--- config.mk ---
export PLATFORM = sky130hd
export DESIGN_NAME = controle_lampada
export DESIGN_NICKNAME = d
export VERILOG_FILES = /design/src/rtl/controle_pkg.sv /design/src/rtl/controle_lampada_sincronizador.sv /design/src/rtl/controle_lampada.sv
export SDC_FILE = /design/constraint.sdc
export NUM_CORES = 1
export LEC_CHECK = 0
export CORE_MARGIN = 2
export CORE_UTILIZATION = 54
export CTS_BUF_LIST = sky130_fd_sc_hd__clkbuf_8
export DETAILED_ROUTE_END_ITERATION = 12
export HOLD_SLACK_MARGIN = 0.05
export MAX_ROUTING_LAYER = met4
export PLACE_DENSITY = 0.93
export SYNTH_ARGS = -nofsm -noshare
export SYNTH_HDL_FRONTEND = slang
export SYNTH_SLANG_ARGS = --single-unit
--- constraint.sdc ---
create_clock -name clk -period 3.5 [get_ports clk]
set_clock_uncertainty 0.15 [all_clocks]
set_input_delay 1.05 -clock clk [delete_from_list [all_inputs] [get_ports clk]]
set_output_delay 1.05 -clock clk [all_outputs]
set_load 0.02 [all_outputs]
--- src/rtl/controle_pkg.sv ---
// Shared types and default constants for the lamp controller.
package controle_pkg;

  typedef enum logic [1:0] {
    AUTO_OFF = 2'b00,
    AUTO_ON  = 2'b01,
    MAN_OFF  = 2'b10,
    MAN_ON   = 2'b11
  } estado_t;

  localparam int HOLD_T_DEF = 30000;
  localparam int CNT_W_DEF  = 16;

endpackage

--- src/rtl/controle_lampada_sincronizador.sv ---
// Two-flop synchronizer for asynchronous level inputs, synchronous active-high reset.
module sincronizador #(
  parameter int W = 1
) (
  input  logic         clk,
  input  logic         rst,
  input  logic [W-1:0] d,
  output logic [W-1:0] q
);

  logic [W-1:0] meta;

  always_ff @(posedge clk) begin
    if (rst) begin
      meta <= '0;
      q    <= '0;
    end else begin
      meta <= d;
      q    <= meta;
    end
  end

endmodule

--- src/rtl/controle_lampada.sv ---
// Lamp controller: auto mode (presence + dark with hold timer) and manual mode
// toggled by push-button pulses A (mode) and B (lamp).
module controle_lampada
  import controle_pkg::*;
#(
  parameter int HOLD_T = HOLD_T_DEF,
  parameter int CNT_W  = CNT_W_DEF
) (
  input  logic             clk,
  input  logic             rst,
  input  logic             A,
  input  logic             B,
  input  logic             sensor_presenca,
  input  logic             escuro,
  output logic             lampada,
  output logic             modo_manual,
  output estado_t          estado,
  output logic [CNT_W-1:0] contador
);

  localparam logic [CNT_W-1:0] LIMITE = CNT_W'(HOLD_T - 1);

  logic pres_s;
  logic esc_s;

  sincronizador #(.W(1)) u_sinc_pres (
    .clk (clk),
    .rst (rst),
    .d   (sensor_presenca),
    .q   (pres_s)
  );

  sincronizador #(.W(1)) u_sinc_esc (
    .clk (clk),
    .rst (rst),
    .d   (escuro),
    .q   (esc_s)
  );

  // A and B are single-cycle event strobes with no ready: every cycle they are
  // high counts as one event, and A wins over B, sensors and timeout.
  always_ff @(posedge clk) begin
    if (rst) begin
      estado   <= AUTO_OFF;
      contador <= '0;
    end else if (A) begin
      case (estado)
        AUTO_OFF: estado <= MAN_OFF;
        AUTO_ON:  estado <= MAN_ON;
        default: begin
          estado   <= AUTO_OFF;
          contador <= '0;
        end
      endcase
    end else begin
      case (estado)
        AUTO_OFF: begin
          if (pres_s && esc_s) begin
            estado   <= AUTO_ON;
            contador <= '0;
          end
        end
        AUTO_ON: begin
          if (pres_s) begin
            contador <= '0;
          end else if (contador >= LIMITE) begin
            estado   <= AUTO_OFF;
            contador <= '0;
          end else begin
            contador <= contador + 1'b1;
          end
        end
        MAN_OFF: if (B) estado <= MAN_ON;
        MAN_ON:  if (B) estado <= MAN_OFF;
        default: begin
          estado   <= AUTO_OFF;
          contador <= '0;
        end
      endcase
    end
  end

  assign lampada     = (estado == AUTO_ON) || (estado == MAN_ON);
  assign modo_manual = (estado == MAN_OFF) || (estado == MAN_ON);

endmodule

==> results by group, run 1 <==
Status
  • Outcome: completed

Routing
  • Routed vias/inst: 5.917
  • Pre-Repair DR Iteration Count: 4
  • Number of remaining DRC errors: 0
  • Vias post-DR: 1,142
  • Antenna Violating Nets Remaining: 0
  • Routed WL: 2628 um
  • DRC violation total after the first TritonRoute iteration: 29
  • Routed wire per std cell: 13.62 um

Setup path
  • Worst-case register-to-register setup slack: 1200 ps
  • Required time at the endpoint of the critical path: 3540 ps
  • Maximum fanout count along the critical path: 17
  • Critical path, cell by cell: clkdlybuf4s50_1, xnor2_1, nand2b_1, nor4_1, o21ai_1, a21oi_1
  • Worst r2r src: contador[0]
  • Crit-path max cell delay: 500 ps
  • Arrival time at the worst endpoint: 2820 ps
  • Worst Setup End Kind: register
  • Kind of cell adding the most delay to the critical path: simple AND/OR/NAND/NOR gates
  • Class of the most critical setup path: in -> reg
  • Worst reg2reg path endpoint: contador[10]
  • Buf+Inv Stages, Crit Path: 1
  • Crit path launch type: input port
  • Cells on worst reg2reg path: 7
  • Slowest cell on the critical path: sky130_fd_sc_hd__clkdlybuf4s50_1

Synthesis
  • Post-synthesis register bit count: 22
  • Ranking of synthesized cells by area: sky130_fd_sc_hd__dfxtp_1, sky130_fd_sc_hd__nand2_1, sky130_fd_sc_hd__nand3_1, sky130_fd_sc_hd__nor2b_1, sky130_fd_sc_hd__o21ai_1
  • Sequential element share of the synthesized area: 38.68%
  • Dominant cell type by area after synthesis: sky130_fd_sc_hd__dfxtp_1
  • Count of cell types in the netlist: 34
  • Mapped Area: 1139 sq um
  • Post-Syn Nets: 153
  • Post-synth top area share: 38.68%
  • Post-Synthesis Mean Instance Area: 7.799 sq um
  • Async set-or-reset flop fraction in the synthesized netlist: 0%
  • Ranking of synthesized cells by instance count: sky130_fd_sc_hd__dfxtp_1, sky130_fd_sc_hd__nand2_1
  • Top_reg_cell synth: sky130_fd_sc_hd__dfxtp_1
  • Cell with the most instances after synthesis: sky130_fd_sc_hd__dfxtp_1
  • Cell count after synthesis: 146
  • Number of synthesis warnings: 0
  • Number of synthesized flops with an enable pin: 0

Floorplan
  • Total I/O pin count: 26
  • Number of placement rows: 16
  • Area of the die: 2492 sq um
  • Starting utilization of the core area: 57.45%
  • Die extent in x: 49.92 um
  • Core area: 1982 sq um
  • Die Ht: 49.92 um

Clocking
  • Clock transition at path regs: 80 ps
  • Number of gates resized after cts: 0
  • CTS sink count: 22
  • Longest Clk Path Bufs: 2
  • Buffer count from post-CTS setup fixing: 0
  • TritonCTS Buffers: 3
  • Clock tree from TritonCTS: built
  • Cts hold-fix bufs: 0
  • Root Driver: sky130_fd_sc_hd__clkbuf_8
  • Insertion delay to the later sink of the worst-skew pair: 260 ps
  • Deepest level of the CTS H-tree: 1

Timing
  • Highest achievable clock rate: 359.6 MHz
  • Headroom to the max-slew limit: 57.74%
  • Final max-slew violation count: 0
  • Count of endpoints failing hold in the final timing report: 0
  • Clock period minus worst slack: 2781 ps
  • Final period util: 79.46%
  • RSZ-0062 raised after global routing: false
  • Number of setup violations in the final report: 0
  • Worst-Margin Slew: 628.2 ps
  • Setup total negative slack: 0 ps

Layout
  • Final Instance Count excl. Fillers: 193
  • Diodes inserted: 0
  • Layout cell share with drive strength beyond 1: 5.422%
  • Relative area change from synthesis to final layout: 27.14%
  • Post-layout nets: 174

Global routing
  • Number of antenna violations at the first check in global routing: 0
  • Largest net degree at the start of global routing: 20
  • Global-route wire length before repair: 4581 um
  • Via count of the first global-routing pass: 1,129
  • Overflow after GRT: 0
  • GRT Resource Usage Total: 24.23%

Hold path
  • Number of instances on the worst hold path: 1
  • Startpoint of the worst hold path: u_sinc_esc.meta
  • Worst Hold Class: reg -> reg
  • Sink of the worst hold path: u_sinc_esc.q

Placement
  • DPL Wire Length: 1820 um
  • Port-buffer cells: 25
  • DP Cell Count: 189
  • Final estimated routing congestion in global placement: 0.7968

Pwr
  • Peak supply drop: 0.3067 mV
  • Static power due to leakage: 0.4694 nW
  • Power density normalized to cell area: 335.3 nW/um^2

Flow run
  • Number of max-cap violations: 0
==> worst register-to-register path: stages, from the launching register on <==
cell and delay, ps:
sky130_fd_sc_hd__dfxtp_1 350, sky130_fd_sc_hd__ha_1 230, sky130_fd_sc_hd__and3_1 270, sky130_fd_sc_hd__or4_4 460, sky130_fd_sc_hd__a211oi_4 210, sky130_fd_sc_hd__buf_4 250, sky130_fd_sc_hd__nand3_1 120, sky130_fd_sc_hd__a31oi_1 190
==> routing by layer <==
metal / vias to the layer above / share of wire (%) / track usage (%)
met5: - / 0 / -
met4: 0 / 0.95 / 12.04
li1: 562 / - / -
met2: 43 / 52 / 41.11
met1: 533 / 42 / 27.50
met3: 4 / 4.1 / 3.939
==> cells in the final DEF, fill, tap and decap left out, drive strengths merged, types with 4 or more instances in the layout <==
cell / count
nand4: 5
a21oi: 7
nor2b: 8
a31oi: 6
o21ai: 12
dfxtp: 22
nand3: 10
clkdlybuf4s50: 25
nand2b: 4
nor3: 7
nand2: 18
nor2: 10
clkbuf: 4
==> cell type report <==
cell class	count	area, sq um
Clock buffer	4	55.05
Fill cell	143	534.3
Multi-Input combinational cell	112	645.6
Sequential cell	22	440.4
Tap cell	27	33.78
Timing Repair Buffer	28	272.8
==> power breakdown <==
| part | internal [W] | switching (W) |
|---|---|---|
| sequential | 0.000254 | 0.00000475 |
| combinational | 0.0000212 | 0.0000260 |
| clock | 0.000100 | 0.0000791 |
| total | 0.000376 | 0.000110 |
==> flip-flops by register name, indices dropped and copies added, names as in the netlist <==
name              count
contador             16
estado                2
u_sinc_pres.meta      1
u_sinc_pres.q         1
u_sinc_esc.q          1
u_sinc_esc.meta       1
==> cells by family after synthesis <==
| kind of cell | count (synthesis) | share of synthesized area, % |
|---|---|---|
| simple gates | 77 | 36.15 |
| compound gates | 31 | 17.03 |
| flops | 22 | 38.68 |
| buf+inv | 12 | 4.615 |
| xor+xnor | 2 | 1.539 |
| mux | 1 | 0.8792 |
| fa+ha+maj | 1 | 1.099 |
==> through the flow <==
step	hold WS, ps	total power, W	area, sq um	setup slack [ps]	utilization [%]
5_1_grt	313.0	0.0005035	1448	574.6	73.04
2_1_floorplan	263.8	0.0002925	1139	1135	-
3_5_place_dp	273.3	0.0003122	1393	433.1	70.27
4_1_cts	291.8	0.0004895	1448	708.7	73.04
3_3_place_gp	267.3	0.0003099	1393	564.0	70.27
6_report	289.6	0.0004854	1448	718.8	73.04
==> how the worst max path moves through the flow <==
| stage | slack [ps] | from | end | cells after the start |
|---|---|---|---|---|
| 2_1_floorplan | 1130 | A | contador[8] | 6 |
| 3_3_place_gp | 560 | A | contador[11] | 6 |
| 3_5_place_dp | 430 | A | contador[11] | 6 |
| 4_1_cts | 710 | A | contador[11] | 6 |
| 5_1_grt | 570 | A | contador[11] | 6 |
| 6_report | 720 | A | contador[11] | 6 |
Power figures use the tool's default switching activity.
==> run 2: changes to the inputs <==
Settings changed: CORE_UTILIZATION 54 to 51, PLACE_DENSITY 0.93 to 0.89.
Clock period 3.5 ns to 2.6 ns, I/O delays scaled along.
==> results by group, run 2 (synthesized netlist as in run 1, its figures left out) <==
Setup path
  • Worst-case register-to-register setup slack: 300 ps (was 1200 ps)
  • Timing startpoint of the critical path: A (unchanged)
  • Buf+Inv Stages, Crit Path: 2 (was 1)
  • Class of the most critical setup path: in -> reg (unchanged)
  • Crit path launch type: input port (unchanged)
  • Arrival time at the worst endpoint: 2510 ps (was 2820 ps)
  • Critical path destination: contador[4] (was contador[11])
  • Maximum fanout count along the critical path: 8 (was 17)
  • Most Frequent Cell on Critical Path: sky130_fd_sc_hd__o21ai_1
  • Worst r2r src: contador[0] (unchanged)
  • Slowest cell on the critical path: sky130_fd_sc_hd__clkdlybuf4s50_1 (unchanged)
  • Stages on the worst setup path: 7 (was 6)
  • Critical path, cell by cell: clkdlybuf4s50_1, xnor2_1, nand2b_1, buf_4, nor4b_1, o21ai_1, o21ai_1 (was clkdlybuf4s50_1, xnor2_1, nand2b_1, nor4_1, o21ai_1, a21oi_1)
  • Required time at the endpoint of the critical path: 2650 ps (was 3540 ps)
  • Kind of cell adding the most delay to the critical path: buffers and inverters (was simple AND/OR/NAND/NOR gates)
  • Worst Setup End Kind: register (unchanged)
  • Cells on worst reg2reg path: 7 (unchanged)
  • Worst reg2reg path endpoint: contador[13] (was contador[10])
  • Crit-path max cell delay: 490 ps (was 500 ps)

Layout
  • Post-layout nets: 176 (was 174)
  • Layout cell share with drive strength beyond 1: 6.548% (was 5.422%)
  • Largest registers in the final layout: contador (16), estado (2) (unchanged)
  • FF/Latch Area: 440.4 sq um (unchanged)
  • Register with the highest flop count: contador (unchanged)
  • Most common cell after layout, fill and taps aside: sky130_fd_sc_hd__clkdlybuf4s50_1 (unchanged)
  • Relative area change from synthesis to final layout: 29.67% (was 27.14%)
  • Diodes inserted: 0 (unchanged)
  • Commonest cells after routing, fill and taps aside: sky130_fd_sc_hd__clkdlybuf4s50_1, sky130_fd_sc_hd__dfxtp_1, sky130_fd_sc_hd__nand2_1, sky130_fd_sc_hd__o21ai_1 (was sky130_fd_sc_hd__clkdlybuf4s50_1, sky130_fd_sc_hd__dfxtp_1, sky130_fd_sc_hd__nand2_1)
  • Max reg flops: 16 (unchanged)
  • Area of the multi-input gates: 645.6 sq um (unchanged)
  • Filler cells: 184 (was 143)

Routing
  • Routed WL: 2730 um (was 2628 um)
  • Routed wire per std cell: 13.93 um (was 13.62 um)
  • Number of remaining DRC errors: 0 (unchanged)
  • Pre-Repair DR Iteration Count: 5 (was 4)
  • Vias post-DR: 1,152 (was 1,142)
  • DRC violation total after the first TritonRoute iteration: 37 (was 29)
  • Antenna Violating Nets Remaining: 0 (unchanged)
  • Routed vias/inst: 5.878 (was 5.917)

Timing
  • Headroom to the max-slew limit: 59.24% (was 57.74%)
  • Final max-slew violation count: 0 (unchanged)
  • Setup total negative slack: 0 ps (unchanged)
  • Worst Setup Slack, final: 146.5 ps (was 718.8 ps)
  • Highest achievable clock rate: 407.6 MHz
  • Final period util: 94.36%
  • Number of setup violations in the final report: 0 (unchanged)
  • Count of endpoints failing hold in the final timing report: 0 (unchanged)
  • Worst-Margin Slew: 605.7 ps (was 628.2 ps)
  • RSZ-0062 raised after global routing: false (unchanged)
  • Clock period minus worst slack: 2453 ps

Hold path
  • Worst Hold Class: reg -> reg (unchanged)

Clocking
  • TritonCTS Buffers: 3 (unchanged)
  • Root Driver: sky130_fd_sc_hd__clkbuf_8 (unchanged)
  • Deepest level of the CTS H-tree: 1 (unchanged)
  • Longest Clk Path Bufs: 2 (unchanged)
  • Buffer count from post-CTS setup fixing: 0 (unchanged)
  • CTS sink count: 22 (unchanged)
  • Clock tree from TritonCTS: built (unchanged)
  • Clock transition at path regs: 80 ps (about the same)
  • Insertion delay to the later sink of the worst-skew pair: 260 ps (about the same)

Floorplan
  • Die extent in x: 51.25 um (was 49.92 um)
  • Core area: 2170 sq um (was 1982 sq um)
  • Die Ht: 51.25 um (was 49.92 um)
  • Area of the die: 2627 sq um (was 2492 sq um)
  • Number of placement rows: 17 (was 16)
  • Total I/O pin count: 26 (unchanged)
  • Starting utilization of the core area: 52.48% (was 57.45%)

Placement
  • Setup slack after placement: -147.5 ps (was 433.1 ps)
  • Port-buffer cells: 25 (unchanged)
  • Final estimated routing congestion in global placement: 0.8545 (was 0.7968)
  • DPL Wire Length: 1958 um (was 1820 um)

Global routing
  • Via count of the first global-routing pass: 1,005 (was 1,129)
  • Global-route wire length before repair: 4740 um (was 4581 um)
  • Number of antenna violations at the first check in global routing: 0 (unchanged)
  • GRT Resource Usage Total: 24.56% (was 24.23%)
  • Largest net degree at the start of global routing: 20 (unchanged)
  • Overflow after GRT: 0 (unchanged)

Pwr
  • Static power due to leakage: 0.4807 nW (was 0.4694 nW)
  • Peak supply drop: 0.3503 mV (was 0.3067 mV)
  • Total power draw: 0.0006670 W (was 0.0004854 W)
  • Power density normalized to cell area: 451.8 nW/um^2 (was 335.3 nW/um^2)

Status
  • Outcome: completed (unchanged)

Flow run
  • Number of max-cap violations: 0 (unchanged)
-- run 2: changes by cell type in the layout (fill, tap and decap cells not counted) --
cell	change
sky130_fd_sc_hd__buf_12	+1
sky130_fd_sc_hd__buf_4	+1
sky130_fd_sc_hd__o21ai_0	-1
sky130_fd_sc_hd__o21ai_1	+1
-- run 2: through the flow --
step | cells | hold slack [ps] | util (%) | area, sq um
after floorplan | 146 | 263.8 | - | 1139
after global placement | 192 | 267.0 | 65.51 | 1421
after detailed placement | 192 | 276.3 | 65.51 | 1421
after CTS | 196 | 293.9 | 68.05 | 1476
after global routing | 196 | 314.3 | 68.05 | 1476
final | 196 | 293.6 | 68.05 | 1476
-- run 2: worst min path at each step --
stage,end,cells past startpoint,slack (ps),startpoint
2_1_floorplan,u_sinc_esc.q,1,260,u_sinc_esc.meta
3_3_place_gp,u_sinc_esc.q,1,270,u_sinc_esc.meta
3_5_place_dp,u_sinc_esc.q,1,280,u_sinc_esc.meta
4_1_cts,u_sinc_esc.q,1,290,u_sinc_esc.meta
5_1_grt,u_sinc_esc.q,1,310,u_sinc_esc.meta
6_report,u_sinc_esc.q,1,290,u_sinc_esc.meta
-- run 2: layout make-up --
class / instances / share of cell area [%]
multi-input combinational: 112 / 43.73
clock buffer: 4 / 3.729
sequential: 22 / 29.83
tap: 28 / 2.373
timing repair buffer: 30 / 20.34
-- run 2: timing repair --
| item | 4_1_cts | 5_1_grt |
|---|---|---|
| gates resized for setup | 0 | 1 |
| hold buffers | 0 | 0 |
| setup endpoints to repair | 0 | 1 |
-- run 2: report_power, final --
part	switching [W]	internal (W)	leakage (nW)	total (W)
sequential	0.00000663	0.000342	0.178	0.000349
clock	0.000112	0.000135	0.0288	0.000247
combinational	0.0000378	0.0000334	0.274	0.0000712
total	0.000156	0.000511	0.481	0.000667
-- run 2: layer usage --
| layer | GRT usage [%] | part of all wire, % |
|---|---|---|
| met5 | - | 0 |
| met4 | 10.53 | 2.9 |
| met3 | 4.386 | 6.0 |
| met2 | 36.58 | 48 |
| met1 | 32.73 | 43 |
